File: config.mk
export PLATFORM = sky130hd
export DESIGN_NAME = encoder_posicion
export DESIGN_NICKNAME = d
export VERILOG_FILES = /design/src/rtl/encoder_posicion.sv
export SDC_FILE = /design/constraint.sdc
export NUM_CORES = 1
export LEC_CHECK = 0
export BUFFER_PORTS_ARGS = -buffer_cell sky130_fd_sc_hd__buf_2
export CORE_MARGIN = 8
export CORE_UTILIZATION = 30
export CTS_BUF_LIST = sky130_fd_sc_hd__clkbuf_16
export DETAILED_ROUTE_END_ITERATION = 10
export MAX_ROUTING_LAYER = met4
export PLACE_DENSITY = 0.47
export RECOVER_POWER = 50
export SYNTH_ARGS = -nofsm -noshare
export SYNTH_HDL_FRONTEND = slang
export SYNTH_SLANG_ARGS = --single-unit
File: constraint.sdc
create_clock -name clk -period 2.1 [get_ports clk]
set_input_delay 0.42 -clock clk [delete_from_list [all_inputs] [get_ports clk]]
set_output_delay 0.42 -clock clk [all_outputs]
set_load 0.01 [all_outputs]
File: src/rtl/encoder_posicion.sv
// encoder_posicion
//   Decodes a detent quadrature encoder (A/B, rest code 11) into a saturating
//   4-bit position with sticky limit flags, plus a step pulse and direction
//   for the stepper sequencer.
// Ports:
//   clk, rst        - 50 MHz clock, asynchronous active-high reset
//   enc_a, enc_b    - raw encoder channels (asynchronous, high at detent)
//   zero            - synchronous clear of position and limit flags
//   cont_pos        - position 0..POS_MAX
//   limSUP, limINF  - CW attempted at POS_MAX / CCW attempted at 0 (sticky)
//   paso, dir       - one-cycle step pulse, direction of last detent (1=CW)
module encoder_posicion #(
  parameter int DEB_CYCLES = 250000,
  parameter int POS_MAX    = 15,
  parameter int POS_INIT   = 0
) (
  input  logic       clk,
  input  logic       rst,
  input  logic       enc_a,
  input  logic       enc_b,
  input  logic       zero,
  output logic [3:0] cont_pos,
  output logic       limSUP,
  output logic       limINF,
  output logic       paso,
  output logic       dir
);

  localparam int              CNT_W     = $clog2(DEB_CYCLES);
  localparam logic [CNT_W-1:0] CNT_LAST = CNT_W'(DEB_CYCLES - 1);
  localparam logic [3:0]      POS_MAX4  = 4'(POS_MAX);
  localparam logic [3:0]      POS_INIT4 = 4'(POS_INIT);

  typedef enum logic [2:0] {
    S_IDLE = 3'd0,
    S_CW1  = 3'd1,
    S_CW2  = 3'd2,
    S_CW3  = 3'd3,
    S_CCW1 = 3'd4,
    S_CCW2 = 3'd5,
    S_CCW3 = 3'd6,
    S_ERR  = 3'd7
  } state_t;

  // Channel vectors are {A,B}: index 1 = A, index 0 = B.
  logic [1:0]       meta_q, meta_d;
  logic [1:0]       sync_q, sync_d;
  logic [1:0]       filt_q, filt_d;
  logic [CNT_W-1:0] deb_cnt_q [2];
  logic [CNT_W-1:0] deb_cnt_d [2];

  state_t           state_q, state_d;
  logic             cw_evt_q, cw_evt_d;
  logic             ccw_evt_q, ccw_evt_d;

  logic [3:0]       pos_q, pos_d;
  logic             lim_sup_q, lim_sup_d;
  logic             lim_inf_q, lim_inf_d;
  logic             paso_q, paso_d;
  logic             dir_q, dir_d;

  // Synchroniser and per-channel debounce. The filtered value only moves
  // after DEB_CYCLES consecutive disagreeing samples; agreement restarts it.
  always_comb begin
    meta_d = {enc_a, enc_b};
    sync_d = meta_q;
    filt_d = filt_q;
    for (int unsigned i = 0; i < 2; i++) begin
      deb_cnt_d[i] = '0;
      if (sync_q[i] != filt_q[i]) begin
        if (deb_cnt_q[i] == CNT_LAST) begin
          filt_d[i] = sync_q[i];
        end else begin
          deb_cnt_d[i] = deb_cnt_q[i] + 1'b1;
        end
      end
    end
  end

  // Decoder: a detent counts only when the full Gray sequence returns to 11
  // from the third phase; the event is registered and applied one cycle later.
  always_comb begin
    state_d   = state_q;
    cw_evt_d  = 1'b0;
    ccw_evt_d = 1'b0;
    case (state_q)
      S_IDLE:
        case (filt_q)
          2'b01:   state_d = S_CW1;
          2'b10:   state_d = S_CCW1;
          2'b00:   state_d = S_ERR;
          default: ;
        endcase
      S_CW1:
        case (filt_q)
          2'b00:   state_d = S_CW2;
          2'b11:   state_d = S_IDLE;
          2'b10:   state_d = S_ERR;
          default: ;
        endcase
      S_CW2:
        case (filt_q)
          2'b10:   state_d = S_CW3;
          2'b01:   state_d = S_CW1;
          2'b11:   state_d = S_ERR;
          default: ;
        endcase
      S_CW3:
        case (filt_q)
          2'b11: begin
            state_d  = S_IDLE;
            cw_evt_d = 1'b1;
          end
          2'b00:   state_d = S_CW2;
          2'b01:   state_d = S_ERR;
          default: ;
        endcase
      S_CCW1:
        case (filt_q)
          2'b00:   state_d = S_CCW2;
          2'b11:   state_d = S_IDLE;
          2'b01:   state_d = S_ERR;
          default: ;
        endcase
      S_CCW2:
        case (filt_q)
          2'b01:   state_d = S_CCW3;
          2'b10:   state_d = S_CCW1;
          2'b11:   state_d = S_ERR;
          default: ;
        endcase
      S_CCW3:
        case (filt_q)
          2'b11: begin
            state_d   = S_IDLE;
            ccw_evt_d = 1'b1;
          end
          2'b00:   state_d = S_CCW2;
          2'b10:   state_d = S_ERR;
          default: ;
        endcase
      S_ERR:
        if (filt_q == 2'b11) state_d = S_IDLE;
      default: state_d = S_IDLE;
    endcase
  end

  // Saturating position; zero takes priority over a simultaneous count.
  always_comb begin
    pos_d     = pos_q;
    lim_sup_d = lim_sup_q;
    lim_inf_d = lim_inf_q;
    dir_d     = dir_q;
    paso_d    = 1'b0;
    if (zero) begin
      pos_d     = POS_INIT4;
      lim_sup_d = 1'b0;
      lim_inf_d = 1'b0;
    end else if (cw_evt_q) begin
      dir_d = 1'b1;
      if (pos_q < POS_MAX4) begin
        pos_d     = pos_q + 4'd1;
        paso_d    = 1'b1;
        lim_inf_d = 1'b0;
      end else begin
        lim_sup_d = 1'b1;
      end
    end else if (ccw_evt_q) begin
      dir_d = 1'b0;
      if (pos_q != 4'd0) begin
        pos_d     = pos_q - 4'd1;
        paso_d    = 1'b1;
        lim_sup_d = 1'b0;
      end else begin
        lim_inf_d = 1'b1;
      end
    end
  end

  always_ff @(posedge clk or posedge rst) begin
    if (rst) begin
      meta_q       <= '1;
      sync_q       <= '1;
      filt_q       <= '1;
      deb_cnt_q[0] <= '0;
      deb_cnt_q[1] <= '0;
      state_q      <= S_IDLE;
      cw_evt_q     <= 1'b0;
      ccw_evt_q    <= 1'b0;
      pos_q        <= POS_INIT4;
      lim_sup_q    <= 1'b0;
      lim_inf_q    <= 1'b0;
      paso_q       <= 1'b0;
      dir_q        <= 1'b0;
    end else begin
      meta_q       <= meta_d;
      sync_q       <= sync_d;
      filt_q       <= filt_d;
      deb_cnt_q[0] <= deb_cnt_d[0];
      deb_cnt_q[1] <= deb_cnt_d[1];
      state_q      <= state_d;
      cw_evt_q     <= cw_evt_d;
      ccw_evt_q    <= ccw_evt_d;
      pos_q        <= pos_d;
      lim_sup_q    <= lim_sup_d;
      lim_inf_q    <= lim_inf_d;
      paso_q       <= paso_d;
      dir_q        <= dir_d;
    end
  end

  assign cont_pos = pos_q;
  assign limSUP   = lim_sup_q;
  assign limINF   = lim_inf_q;
  assign paso     = paso_q;
  assign dir      = dir_q;

endmodule

==> impl_results.md <==
* Htree depth at 2
* Worst R2R Setup Slack at between 0.15 and 0.2 ns
* Ys flop type: dfrtp_1
* Max-slew headroom at 0.382
* DP Cell Count at 441
* Final Hold Vio Count at 0
* Maximum number of pins on one net before global-route repair at 32
* Multi-input logic area at ~1500 um^2
* P_int at 1.78 mW
* Startpoint Class: flip-flop
* CTS Sinks at 55
* Final Non-Filler Cells at 449
* Most frequent cells in the layout: nor2_1 (49), dfrtp_1 (49), xor2_1 (23)
* Clock share of power at 0.472
* DRT antenna net count at 0
* Std-Cell Rows at 36
* Worst r2r src: filt_q[0]
* Antenna cells at 0
* Die W at around 110 um
* Cell area after synthesis at about 3000 um^2
* Worst-Margin Slew at a little over 0.9 ns
* Gate power share at 0.030
* Final setup fails at 0
* Number of max-cap violations at 0
* Clock Tree Buf Depth at 2
* Hold Path Stages at 1
* Post-CTS Setup Repair Bufs at 0
* Tmin final at around 1.9 ns
* Critical-path top delay cell: dfstp_2
* Worst-path clk slew at ~0.070 ns
* First-pass GRT wire length at around 9800 um
* Routed wire length at ~5500 um
* Post-DR vias/cell at 4.66
* CTS Buf Count at 5
* F_max at approximately 510 MHz
* Status: completed
* Average cell area after synthesis at 9.94 um^2
* Pins Over Slew Limit at 0
* Layout Skew at 0.00900 ns
* DRC at 0
* WP data required at about 2.3 ns
* Die H at ~110 um
* Sequential share of the synthesized area at 0.475
* Critical path's largest stage delay at about 0.54 ns
* Gp weighted congestion at between 0.8 and 0.9
* Layout cells sized above 1 at 0.152
* Post-layout util at 0.355
* Pwr/cell area at roughly 640 nW/um^2
* EDFF count, synth at 0
* Post-route setup TNS at 0 ns
* Clock Latency Late Sink at about 0.29 ns
* Crit path cell chain: inv_2 > ha_2 > buf_4 > nor4_1 > and2_1 > nor2_1 > mux2_2
* Synthesis-to-finish area growth at 16.9%
* Final Cycle Share at 0.928
* WP buf/inv at 2
* Critical path's top delay family: simple AND/OR/NAND/NOR gates
* Fill count at around 970
* Register Area at 1380 um^2
* Gr usage total at 0.0933
* Root buffer cell: clkbuf_16
* Hold WC Path Type: primary input to flip-flop
* Leakage at ~1.5 nW
* CTS tree: done
* 1st-pass router iterations at 4
* Fin area at ~3400 um^2
* Final HPWL DP at around 4000 um
* Full die area at ~13000 um^2
* Routed len/inst at 12.3 um
* CORE AREA at 9590 um^2
* Port buffer count at 12
* RR Endpoint: state_q[2]
* RSZ-0062 raised after global routing: no
* Initial antenna violation count at 0
* Reg2reg path depth at 7
* Starting density of the core at 0.304
* Hold path start: enc_b
* Post-layout nets at ~330
* Vias in the first global route at around 2.1k
* Hold Path End: meta_q[0]
* Setup WS post-layout at about 0.15 ns
* Crit path kind: flip-flop to flip-flop
* Worst-path fanout max at 6
* Ys Warns at 0
* Final Power at between 2 and 2.5 mW
* Synth Instances at 293
* Netlist cell types at between 40 and 50
* Sw Share at 0.188
* CP endpoint kind: flip-flop
* Via count at 2091
* 1st-iter DRT viols at 50
* Seq pwr share at 0.498
* Synthesis-stage register bit count at between 50 and 60
* Final hold slack at around 0.23 ns
* Peak supply drop at about 0.0003 V
* Pre-CTS setup slack at slightly above 0.1 ns
* Syn Nets at 311
* Arrival time at the worst endpoint at ~2.1 ns
* Net Switching at around 410 uW
* Area after DPL at roughly 3200 um^2
* Num ports at 13
* Congestion Overflow GR at 0
* Asr flop ratio synth at 1.00
repair_timing:
item	CTS	global route
endpoints found under the setup margin	0	3
resized for setup	0	5
hold buffers	0	0
how the worst max path moves through the flow:
stage / from / endpoint / slack, ns / cells after the start
2_1_floorplan: filt_q[0] / state_q[2] / 0.01 / 8
3_3_place_gp: filt_q[0] / state_q[2] / 0.12 / 7
3_5_place_dp: filt_q[0] / state_q[2] / 0.10 / 7
4_1_cts: filt_q[0] / state_q[2] / 0.08 / 7
5_1_grt: filt_q[0] / state_q[2] / 0.006 / 7
6_report: filt_q[0] / state_q[2] / 0.15 / 7
logic make-up (layout without fill, tap and decap cells):
group	count (synthesis)	in the layout	synth area share
adders and majority gates	13	13	0.0584
buffers and inverters	19	42	0.0271
DFF	55	55	0.475
muxes	7	7	0.0253
and+or+nand+nor	131	131	0.232
xor gates and xnor gates	36	36	0.108
AOI/OAI and AO/OA	32	32	0.0735
final cells by class:
| type | instances | share of cell area |
|---|---|---|
| Clock buffer | 5 | 0.0367 |
| Clock inverter | 3 | 0.0187 |
| Inverter | 11 | 0.0121 |
| Multi-Input combinational cell | 219 | 0.432 |
| Sequential cell | 55 | 0.406 |
| Tap cell | 133 | 0.0489 |
| Timing Repair Buffer | 23 | 0.0448 |
flip-flops by register name (all words and copies together) (netlist names):
register and cells:
ccw_evt_q 1, cont_pos 4, cw_evt_q 1, deb_cnt_q 36, dir 1, filt_q 2, limINF 1, limSUP 1
meta_q 2, paso 1, state_q 3, sync_q 2
layer usage:
metal  wire, um  track usage
met1       2710        0.114
met2       2560        0.149
met5          0            -
met4         69       0.0364
met3        166       0.0185
power by group through the flow:
stage,clock network (mW),logic (mW),registers [mW]
global route,1.11,0.0755,1.09
finish,1.03,0.0647,1.09
CTS,1.07,0.0726,1.09
detailed placement,0,0.0724,1.11
global placement,0,0.0718,1.11
floorplan,0,0.0417,1.11
synthesized netlist by cell type, types with 6 or more instances:
library cell	count	share of area
inv_1	11	0.014
and4_1	6	0.018
nor4_1	6	0.013
dfrtp_1	49	0.42
a21oi_1	9	0.015
nand3_1	14	0.024
and3_1	8	0.017
xor2_1	23	0.069
nand2_1	19	0.024
dfstp_2	6	0.054
buf_2	6	0.010
xnor2_1	13	0.039
nor2_1	49	0.063
ha_1	12	0.052
o21ai_0	8	0.014
worst register-to-register path, cell delays in order, from the launching register on:
cell	delay, ns
dfstp_2	0.54
inv_2	0.06
ha_2	0.21
buf_4	0.15
nor4_1	0.34
and2_1	0.23
nor2_1	0.06
mux2_2	0.25
(Power assumes the default switching activity.)
